[src/rtl/vga_char_arbiter_if.sv]
// Bundles the text-writer request side and the Avalon-MM character-buffer
// write master of vga_char_arbiter.
interface vga_char_arbiter_if #(
    parameter int unsigned N_REQ = 4
);
    logic [N_REQ-1:0]   req_valid;
    logic [7*N_REQ-1:0] req_x;
    logic [6*N_REQ-1:0] req_y;
    logic [8*N_REQ-1:0] req_char;
    logic [N_REQ-1:0]   req_ready;
    logic               clear_req;
    logic               clear_busy;
    logic [31:0]        vga_ch_address;
    logic               vga_ch_write;
    logic [15:0]        vga_ch_writedata;
    logic               vga_ch_waitrequest;

    modport slave (
        input  req_valid, req_x, req_y, req_char, clear_req, vga_ch_waitrequest,
        output req_ready, clear_busy, vga_ch_address, vga_ch_write, vga_ch_writedata
    );

    modport master (
        output req_valid, req_x, req_y, req_char, clear_req, vga_ch_waitrequest,
        input  req_ready, clear_busy, vga_ch_address, vga_ch_write, vga_ch_writedata
    );
endinterface

[src/rtl/vga_char_arbiter.sv]
// Round-robin arbiter sharing one VGA character-buffer write master between
// N_REQ text writers, with a built-in full-screen clear sequencer.
module vga_char_arbiter #(
    parameter int unsigned N_REQ       = 4,
    parameter logic [31:0] VGA_CH_BASE = 32'h0900_0000,
    parameter int unsigned COLS        = 80,
    parameter int unsigned ROWS        = 60,
    parameter logic [7:0]  CLEAR_CHAR  = 8'h20
) (
    input logic               clk,
    input logic               reset,
    vga_char_arbiter_if.slave bus
);
    localparam int unsigned PW = $clog2(N_REQ);

    typedef enum logic [1:0] {IDLE, WRITE, CLEAR} state_e;

    state_e         state_q, state_d;
    logic [PW-1:0]  rr_ptr_q, rr_ptr_d;
    logic [PW-1:0]  grant_q, grant_d;
    logic [6:0]     x_q, x_d;
    logic [5:0]     y_q, y_d;
    logic [7:0]     char_q, char_d;
    logic [6:0]     x_cnt_q, x_cnt_d;
    logic [5:0]     y_cnt_q, y_cnt_d;
    logic           clear_pend_q, clear_pend_d;

    logic [PW-1:0]  pick;
    logic           pick_vld;
    logic [6:0]     sel_x;
    logic [5:0]     sel_y;
    logic [7:0]     sel_char;
    logic           in_range;

    // Search starts just after the last granted requester so each pending
    // writer is served within N_REQ grants.
    always_comb begin
        int unsigned idx;
        logic [PW-1:0] cand;
        pick     = rr_ptr_q;
        pick_vld = 1'b0;
        idx      = 0;
        cand     = '0;
        for (int unsigned i = 1; i <= N_REQ; i++) begin
            idx = 32'(rr_ptr_q) + i;
            if (idx >= N_REQ) idx = idx - N_REQ;
            cand = PW'(idx);
            if (!pick_vld && bus.req_valid[cand]) begin
                pick     = cand;
                pick_vld = 1'b1;
            end
        end
    end

    always_comb begin
        sel_x    = '0;
        sel_y    = '0;
        sel_char = '0;
        for (int unsigned g = 0; g < N_REQ; g++) begin
            if (PW'(g) == pick) begin
                sel_x    = bus.req_x[7*g +: 7];
                sel_y    = bus.req_y[6*g +: 6];
                sel_char = bus.req_char[8*g +: 8];
            end
        end
    end

    assign in_range = (32'(x_q) < COLS) && (32'(y_q) < ROWS);

    always_comb begin
        state_d              = state_q;
        rr_ptr_d             = rr_ptr_q;
        grant_d              = grant_q;
        x_d                  = x_q;
        y_d                  = y_q;
        char_d               = char_q;
        x_cnt_d              = x_cnt_q;
        y_cnt_d              = y_cnt_q;
        clear_pend_d         = clear_pend_q;
        bus.req_ready        = '0;
        bus.vga_ch_write     = 1'b0;
        bus.vga_ch_address   = VGA_CH_BASE;
        bus.vga_ch_writedata = '0;
        bus.clear_busy       = clear_pend_q | (state_q == CLEAR);

        if (bus.clear_req && state_q != CLEAR) clear_pend_d = 1'b1;

        unique case (state_q)
            IDLE: begin
                if (clear_pend_q) begin
                    state_d      = CLEAR;
                    x_cnt_d      = '0;
                    y_cnt_d      = '0;
                    clear_pend_d = 1'b0;
                end else if (pick_vld) begin
                    state_d = WRITE;
                    grant_d = pick;
                    x_d     = sel_x;
                    y_d     = sel_y;
                    char_d  = sel_char;
                end
            end
            WRITE: begin
                if (in_range) begin
                    bus.vga_ch_write     = 1'b1;
                    bus.vga_ch_address   = VGA_CH_BASE | {19'b0, y_q, x_q};
                    bus.vga_ch_writedata = {8'h00, char_q};
                    if (!bus.vga_ch_waitrequest) begin
                        bus.req_ready[grant_q] = 1'b1;
                        rr_ptr_d               = grant_q;
                        state_d                = IDLE;
                    end
                end else begin
                    // Off-screen cell: acknowledge and drop without touching the bus.
                    bus.req_ready[grant_q] = 1'b1;
                    rr_ptr_d               = grant_q;
                    state_d                = IDLE;
                end
            end
            CLEAR: begin
                bus.vga_ch_write     = 1'b1;
                bus.vga_ch_address   = VGA_CH_BASE | {19'b0, y_cnt_q, x_cnt_q};
                bus.vga_ch_writedata = {8'h00, CLEAR_CHAR};
                if (!bus.vga_ch_waitrequest) begin
                    if (32'(x_cnt_q) == COLS - 1) begin
                        x_cnt_d = '0;
                        if (32'(y_cnt_q) == ROWS - 1) state_d = IDLE;
                        else y_cnt_d = y_cnt_q + 6'd1;
                    end else begin
                        x_cnt_d = x_cnt_q + 7'd1;
                    end
                end
            end
            default: state_d = IDLE;
        endcase
    end

    always_ff @(posedge clk) begin
        if (reset) begin
            state_q      <= IDLE;
            rr_ptr_q     <= PW'(N_REQ - 1);
            grant_q      <= '0;
            x_q          <= '0;
            y_q          <= '0;
            char_q       <= '0;
            x_cnt_q      <= '0;
            y_cnt_q      <= '0;
            clear_pend_q <= 1'b0;
        end else begin
            state_q      <= state_d;
            rr_ptr_q     <= rr_ptr_d;
            grant_q      <= grant_d;
            x_q          <= x_d;
            y_q          <= y_d;
            char_q       <= char_d;
            x_cnt_q      <= x_cnt_d;
            y_cnt_q      <= y_cnt_d;
            clear_pend_q <= clear_pend_d;
        end
    end
endmodule

[src/flat_wrapper.sv]
// flat-port wrapper written by rule: the top's interface ports become plain ports
module vga_char_arbiter_flat 
#(
    parameter int unsigned N_REQ       = 4,
    parameter logic [31:0] VGA_CH_BASE = 32'h0900_0000,
    parameter int unsigned COLS        = 80,
    parameter int unsigned ROWS        = 60,
    parameter logic [7:0]  CLEAR_CHAR  = 8'h20
)
  (clk, reset, bus_req_valid, bus_req_x, bus_req_y, bus_req_char, bus_clear_req, bus_vga_ch_waitrequest, bus_req_ready, bus_clear_busy, bus_vga_ch_address, bus_vga_ch_write, bus_vga_ch_writedata);
  vga_char_arbiter_if #(.N_REQ(N_REQ)) bus_i ();
  input logic clk;
  input logic reset;
  input wire logic [$bits(bus_i.req_valid)-1:0] bus_req_valid;
  input wire logic [$bits(bus_i.req_x)-1:0] bus_req_x;
  input wire logic [$bits(bus_i.req_y)-1:0] bus_req_y;
  input wire logic [$bits(bus_i.req_char)-1:0] bus_req_char;
  input wire logic [$bits(bus_i.clear_req)-1:0] bus_clear_req;
  input wire logic [$bits(bus_i.vga_ch_waitrequest)-1:0] bus_vga_ch_waitrequest;
  output wire logic [$bits(bus_i.req_ready)-1:0] bus_req_ready;
  output wire logic [$bits(bus_i.clear_busy)-1:0] bus_clear_busy;
  output wire logic [$bits(bus_i.vga_ch_address)-1:0] bus_vga_ch_address;
  output wire logic [$bits(bus_i.vga_ch_write)-1:0] bus_vga_ch_write;
  output wire logic [$bits(bus_i.vga_ch_writedata)-1:0] bus_vga_ch_writedata;
  assign bus_i.req_valid = bus_req_valid;
  assign bus_i.req_x = bus_req_x;
  assign bus_i.req_y = bus_req_y;
  assign bus_i.req_char = bus_req_char;
  assign bus_i.clear_req = bus_clear_req;
  assign bus_i.vga_ch_waitrequest = bus_vga_ch_waitrequest;
  assign bus_req_ready = bus_i.req_ready;
  assign bus_clear_busy = bus_i.clear_busy;
  assign bus_vga_ch_address = bus_i.vga_ch_address;
  assign bus_vga_ch_write = bus_i.vga_ch_write;
  assign bus_vga_ch_writedata = bus_i.vga_ch_writedata;
  vga_char_arbiter #(.N_REQ(N_REQ), .VGA_CH_BASE(VGA_CH_BASE), .COLS(COLS), .ROWS(ROWS), .CLEAR_CHAR(CLEAR_CHAR)) u_core (.clk(clk), .reset(reset), .bus(bus_i));
endmodule
[config.mk]
export PLATFORM = sky130hd
export DESIGN_NAME = vga_char_arbiter_flat
export DESIGN_NICKNAME = d
export VERILOG_FILES = /design/src/rtl/vga_char_arbiter_if.sv /design/src/rtl/vga_char_arbiter.sv /design/src/flat_wrapper.sv
export SDC_FILE = /design/constraint.sdc
export NUM_CORES = 1
export LEC_CHECK = 0
export BUFFER_PORTS_ARGS = -buffer_cell sky130_fd_sc_hd__buf_2
export CAP_MARGIN = 20
export CORE_MARGIN = 1
export CORE_UTILIZATION = 25
export CTS_BUF_LIST = sky130_fd_sc_hd__clkbuf_4 sky130_fd_sc_hd__clkbuf_8
export DETAILED_ROUTE_END_ITERATION = 10
export GPL_TIMING_DRIVEN = 0
export PLACE_DENSITY_LB_ADDON = 0.2
export SYNTH_ARGS = -nofsm -noshare
export SYNTH_HDL_FRONTEND = slang
export SYNTH_SLANG_ARGS = --single-unit
export TNS_END_PERCENT = 50
[constraint.sdc]
create_clock -name clk -period 2.54 [get_ports clk]
set_clock_uncertainty 0.1 [all_clocks]
set_input_delay 0.127 -clock clk [delete_from_list [all_inputs] [get_ports clk]]
set_output_delay 0.127 -clock clk [all_outputs]
set_load 0.01 [all_outputs]
==> impl_metrics.ini, run 1 <==
[global_routing]
maximum_number_of_pins_on_one_net_before_global_route_repair = 14
grt_pass1_wl_um = 13700
grt_antenna_before_repair = 0
number_of_global_route_vias_before_repair = 2847
global_route.usage.total = 0.149
gr-total-overflow = 0

[route]
total_wire_length_um = 8580
post_drt_wl_per_cell_um = 13.6
drt_pre_antenna_iters = 4
drc = 0
drt.antenna.violating_nets = 0
drt_first_iter_violations = 155
via_count_normalized_by_instance_count = 4.63
via_count = 2919

[worst_setup_path]
path_delay_family = compound AO/OA/AOI/OAI gates
cpPeakStageDelay_ns = 0.35
critical_path.endpoint_type = output port
timing.critical_path.slowest_stage_cell = sky130_fd_sc_hd__dfxtp_1
cp_data_required_time_ns = 2.31
crit_path_max_fanout = 10
path_buf_inv = 2
worstSetupStartpointType = flop
worstPathCellList = o21ai_0 > and3_1 > clkbuf_2 > nand2_1 > a21boi_0 > buf_2
crit_arrival_ns = 2.11
worstSetupPathType = flop to output port

[timing]
min_period_ns = 2.34
period_share = 0.921
worst-slew-pin-transition_ns = 0.608
finalHoldWorstSlack_ns = 0.0181
timing.setup.tns_ns = 0
max_freq_ghz = 0.427
slew_violations = 0
finalHoldViolCount = 0
setup_viol = 0
slew_headroom = 0.590
rsz_0062_raised_after_global_routing = no

[cells_and_area]
finish.utilization = 0.350
nFillCells = 1181
diodes = 0
final_net_count = 587
post_route_cells_drive_above_1_share = 0.354
area_growth_pct = 35.0

[synthesis]
yosys_synthesis_warning_count = 0
count_of_flip_flops_with_a_built_in_enable_after_synthesis = 0
synth.area.top_cells = sky130_fd_sc_hd__dfxtp_1, sky130_fd_sc_hd__mux2i_1, sky130_fd_sc_hd__buf_4
yosysSeqAreaShare = 0.290
yosysTopAreaCell = sky130_fd_sc_hd__dfxtp_1
ys_dominant_reg_cell = sky130_fd_sc_hd__dfxtp_1
asyncSetResetFlopFracSynth = 0
postSynthRegisterBits = 41
synth_cell_type_count = 47
synth.top_cell.area_share = 0.290
synthCells = 339
syn_area_per_cell_um2 = 8.36
cell_area_synth_um2 = 2830

[clock_tree]
cts_inserted_buffers = 5
clock-sinks = 41
postCtsSetupBuffers = 0
cts.path.max_buffers = 2
htree_levels = 2
worst_setup_hold_path_clk_slew_ns = 0.09
clock_latency_ns = 0.30
clock_tree_from_tritoncts = yes
ctsRootBufferMaster = sky130_fd_sc_hd__clkbuf_8

[run_status]
status = completed

[placement]
placement.io_buffers = 118
place_hpwl_um = 7010
place_congestion = 0.781

[pwr]
worst_ir_drop_vdd_mv = 0.249
power.share.clock = 0.254
switchingPower_w = 0.000778
power.combinational.fraction = 0.377
power_leakage_nw = 1.81
finalPower_w = 0.00221
share_of_power_burned_in_registers = 0.369
pwr_density_cell_nw_per_um2 = 577
switching_share = 0.352
internal-power_w = 0.00143

[die]
fp.coreArea_um2 = 10900
dieHeight_um = 108
die_extent_in_x_um = 108
num_rows = 38
die_area_um2 = 11800
floorplan.io_pins = 146
initial_utilization = 0.259

[run]
max_cap_viol_count = 0

[min_path]
path_category_of_the_worst_min_delay_check = input port to flop
## metal layers
metal / part of all wire / track usage / vias up
met3: 0.069 / 0.0325 / 10
met1: 0.44 / 0.180 / 1314
li1: - / - / 1472
met4: 0.013 / 0.0434 / 0
met5: 0 / 0 / -
met2: 0.48 / 0.264 / 123
## timing repair
action | CTS | global route
hold endpoints to repair | 1 | 0
hold buffers | 1 | 0
resized for setup | 0 | 4
endpoints found under the setup margin | 0 | 5
## worst paths after layout
path	startpoint	end	slack, ns	cells past startpoint
worst max-delay path	u_core.x_q[4]	bus_vga_ch_address[12]	0.20	6
worst min-delay path	bus_req_char[0]	u_core.char_q[0]	0.02	3
worst max register to register	u_core.state_q[0]	u_core.x_cnt_q[0]	0.48	7
worst min register to register	u_core.char_q[3]	u_core.char_q[3]	0.37	2
## worst reg2reg max path: cells and delay by family, from the launching register on
family | cells | cell delay [ns]
compound gates | 2 | 0.65
simple gates | 2 | 0.25
fa+ha+maj | 1 | 0.29
buf+inv | 2 | 0.27
flops | 1 | 0.36
## flip-flops by register name, indices dropped and copies added, names as in the netlist
name                 cells
u_core.char_q            8
u_core.clear_pend_q      1
u_core.grant_q           2
u_core.rr_ptr_q          2
u_core.state_q           2
u_core.x_cnt_q           7
u_core.x_q               7
u_core.y_cnt_q           6
u_core.y_q               6
## synth_stat cells, types with 6 or more instances
master                     count
sky130_fd_sc_hd__and3_1        9
sky130_fd_sc_hd__o221ai_1     21
sky130_fd_sc_hd__a21oi_1      12
sky130_fd_sc_hd__buf_2         7
sky130_fd_sc_hd__buf_4        29
sky130_fd_sc_hd__a21boi_0      7
sky130_fd_sc_hd__nor2b_1       8
sky130_fd_sc_hd__o21ai_0       7
sky130_fd_sc_hd__inv_1        10
sky130_fd_sc_hd__nor2_1       15
sky130_fd_sc_hd__dfxtp_1      41
sky130_fd_sc_hd__nand2_1      50
sky130_fd_sc_hd__mux2i_1      45
sky130_fd_sc_hd__clkbuf_1      8
sky130_fd_sc_hd__a22oi_1       6
## through the flow
step	setup slack [ns]	instance area (µm²)	instances
2_1_floorplan	0.681	2930	364
3_3_place_gp	0.349	3690	622
3_5_place_dp	0.363	3690	622
4_1_cts	0.0228	3820	631
5_1_grt	0.0393	3830	631
6_report	0.199	3830	631
## placed cells by master, fill, tap and decap left out, types with 5 or more instances in the layout
cell type	n
sky130_fd_sc_hd__o21ai_0	7
sky130_fd_sc_hd__and3_1	9
sky130_fd_sc_hd__nor2b_1	8
sky130_fd_sc_hd__a22oi_1	6
sky130_fd_sc_hd__clkbuf_1	6
sky130_fd_sc_hd__buf_2	125
sky130_fd_sc_hd__mux2i_1	45
sky130_fd_sc_hd__a21oi_1	12
sky130_fd_sc_hd__nor2_1	15
sky130_fd_sc_hd__clkbuf_8	6
sky130_fd_sc_hd__nand2_1	50
sky130_fd_sc_hd__dfxtp_1	41
sky130_fd_sc_hd__a21boi_0	7
sky130_fd_sc_hd__ha_1	5
sky130_fd_sc_hd__inv_1	10
sky130_fd_sc_hd__o221ai_1	21
sky130_fd_sc_hd__conb_1	27
sky130_fd_sc_hd__buf_4	29
## cells by family (layout without fill, tap and decap cells)
| family | after synthesis | in the layout | share of synthesized area |
|---|---|---|---|
| AOI/OAI and AO/OA | 71 | 71 | 0.184 |
| other | 2 | 27 | 0.00265 |
| muxes | 45 | 45 | 0.159 |
| buffers and inverters | 58 | 185 | 0.129 |
| xor gates and xnor gates | 4 | 4 | 0.0124 |
| and+or+nand+nor | 113 | 113 | 0.202 |
| adders and majority gates | 5 | 5 | 0.0221 |
| DFF | 41 | 41 | 0.290 |
## final cells by class
| cell class | count | area [µm²] | share of cell area |
|---|---|---|---|
| buffer | 48 | 330 | 0.0863 |
| inverter | 10 | 37.5 | 0.00981 |
| timing repair buffer | 119 | 601 | 0.157 |
| multi-input combinational | 265 | 1740 | 0.455 |
| clock buffer | 6 | 82.6 | 0.0216 |
| tap | 140 | 175 | 0.0458 |
| sequential | 41 | 821 | 0.215 |
| clock inverter | 2 | 37.5 | 0.00981 |
## power by group through the flow
stage	Sequential [W]	Clock (W)	Combinational, W
finish	0.000815	0.000561	0.000832
CTS	0.000815	0.000574	0.000836
global route	0.000829	0.000597	0.000918
detailed placement	0.000830	0	0.000831
floorplan	0.000803	0	0.000584
global placement	0.000825	0	0.000822
Note: power is estimated with default switching activity, not from simulation.
==> run 2, diff against run 1 <==
Settings changed: CORE_MARGIN 1 to 2.
==> impl_metrics.ini, run 2 (synthesis gave the netlist of run 1 again) <==
[worst_setup_path]
r2r_start = u_core.state_q[0]
crit_arrival_ns = 2.10
crit_path_max_fanout = 10
critPathLaunch = u_core.x_q[4]
cp_data_required_time_ns = 2.31
critical_path.endpoint_type = output port
worstSetupStartpointType = flop
worstSetupPathType = flop to output port

[cells_and_area]
nFillCells = 1167
post_route_cells_drive_above_1_share = 0.352
registers_with_the_highest_flip_flop_counts = u_core.char_q: 8 flops, u_core.x_cnt_q: 7 flops, u_core.x_q: 7 flops
commonest_non_fill_non_tap_cell_in_the_layout = sky130_fd_sc_hd__buf_2
largest_reg_flops = 8
finish.cell_count_without_fillers = 631
most-common-layout-cells = sky130_fd_sc_hd__buf_2, sky130_fd_sc_hd__nand2_1, sky130_fd_sc_hd__mux2i_1
diodes = 0
sequential_cell_area_um2 = 821
registers.top_by_ff_count = u_core.char_q
finalInstanceArea_um2 = 3820
final_net_count = 587
area_growth_pct = 34.8
multiInputGateArea_um2 = 1740

[route]
drt.antenna.violating_nets = 0
via_count_normalized_by_instance_count = 4.55
drt_pre_antenna_iters = 4
via_count = 2874
drt_first_iter_violations = 126
post_drt_wl_per_cell_um = 14.0
total_wire_length_um = 8850
drc = 0

[clock_tree]
postCtsSetupBuffers = 0
ctsRootBufferMaster = sky130_fd_sc_hd__clkbuf_8
cts_inserted_buffers = 5
htree_levels = 2
cts.path.max_buffers = 2
clock_tree_from_tritoncts = yes
worst_setup_hold_path_clk_slew_ns = 0.08
clock_latency_ns = 0.30
clock-sinks = 41

[die]
dieHeight_um = 110
die_extent_in_x_um = 110
num_rows = 38
fp.coreArea_um2 = 10900
floorplan.io_pins = 146
die_area_um2 = 12200
initial_utilization = 0.259

[timing]
worst-slew-pin-transition_ns = 0.591
rsz_0062_raised_after_global_routing = no
setup_viol = 0
slew_violations = 0
timing.setup.tns_ns = 0
min_period_ns = 2.32
slew_headroom = 0.602
finalHoldViolCount = 0
max_freq_ghz = 0.431
period_share = 0.914

[pwr]
switchingPower_w = 0.000783
pwr_density_cell_nw_per_um2 = 572
worst_ir_drop_vdd_mv = 0.300
power_leakage_nw = 1.80
share_of_power_burned_in_registers = 0.372
switching_share = 0.358
internal-power_w = 0.00140
power.combinational.fraction = 0.379
power.share.clock = 0.248

[global_routing]
gr-total-overflow = 0
global_route.usage.total = 0.138
number_of_global_route_vias_before_repair = 2845
grt_antenna_before_repair = 0
maximum_number_of_pins_on_one_net_before_global_route_repair = 15
grt_pass1_wl_um = 13900

[placement]
dp.cells = 622
placement.io_buffers = 118
place_hpwl_um = 7260
place_congestion = 0.786
placement.cell_area_um2 = 3690

[run]
max_cap_viol_count = 0

[min_path]
hold_path.startpoint = bus_req_y[0]
path_category_of_the_worst_min_delay_check = input port to flop

[run_status]
status = completed
==> run 2: final cells by class <==
class	instances	area share
buffer	48	0.0861
clock buffer	5	0.0180
clock inverter	3	0.0121
multi-input combinational	265	0.456
sequential	41	0.215
tap	140	0.0459
inverter	10	0.00983
timing repair buffer	119	0.157
==> run 2: stage by stage <==
| stage | utilization | hold slack (ns) | total power (W) | setup WS [ns] |
|---|---|---|---|---|
| global placement | 0.338 | 0.286 | 0.00165 | 0.370 |
| floorplan | - | 0.166 | 0.00139 | 0.681 |
| detailed placement | 0.338 | 0.277 | 0.00166 | 0.407 |
| global route | 0.349 | 0.0458 | 0.00232 | 0.0900 |
| finish | 0.349 | 0.0369 | 0.00219 | 0.218 |
| CTS | 0.349 | 0.0357 | 0.00220 | 0.0915 |
==> run 2: worst paths after layout <==
check	to	slack [ns]	cells past startpoint
max	bus_vga_ch_address[4]	0.22	6
min	u_core.y_q[0]	0.04	3
max reg2reg	u_core.x_q[4]	0.37	7
min reg2reg	u_core.char_q[3]	0.36	2
==> run 2: worst max-delay path, stage by stage (launching register included) <==
cell and delay [ns]:
sky130_fd_sc_hd__dfxtp_1 0.34, sky130_fd_sc_hd__o21ai_0 0.28, sky130_fd_sc_hd__and3_1 0.27, sky130_fd_sc_hd__clkbuf_1 0.39
sky130_fd_sc_hd__nand2_1 0.09, sky130_fd_sc_hd__a21boi_0 0.24, sky130_fd_sc_hd__buf_2 0.18
==> run 2: repair_timing <==
item,in CTS,in global routing
hold buffers,1,0
endpoints found under the hold margin,1,0
setup endpoints to repair,0,2
gates resized for setup,0,2
==> run 2: layer usage <==
metal | share of wire | global-route usage | up-vias
met4 | 0.0079 | 0.0317 | 0
met3 | 0.076 | 0.0296 | 5
met2 | 0.48 | 0.248 | 125
met1 | 0.43 | 0.168 | 1273
li1 | - | - | 1471
met5 | 0 | 0 | -
==> run 2: power groups by stage <==
stage / Combinational (W) / Clock (W) / Sequential [W]
global route: 0.000913 / 0.000579 / 0.000830
global placement: 0.000824 / 0 / 0.000826
detailed placement: 0.000829 / 0 / 0.000830
CTS: 0.000835 / 0.000555 / 0.000814
finish: 0.000829 / 0.000543 / 0.000814
floorplan: 0.000584 / 0 / 0.000803
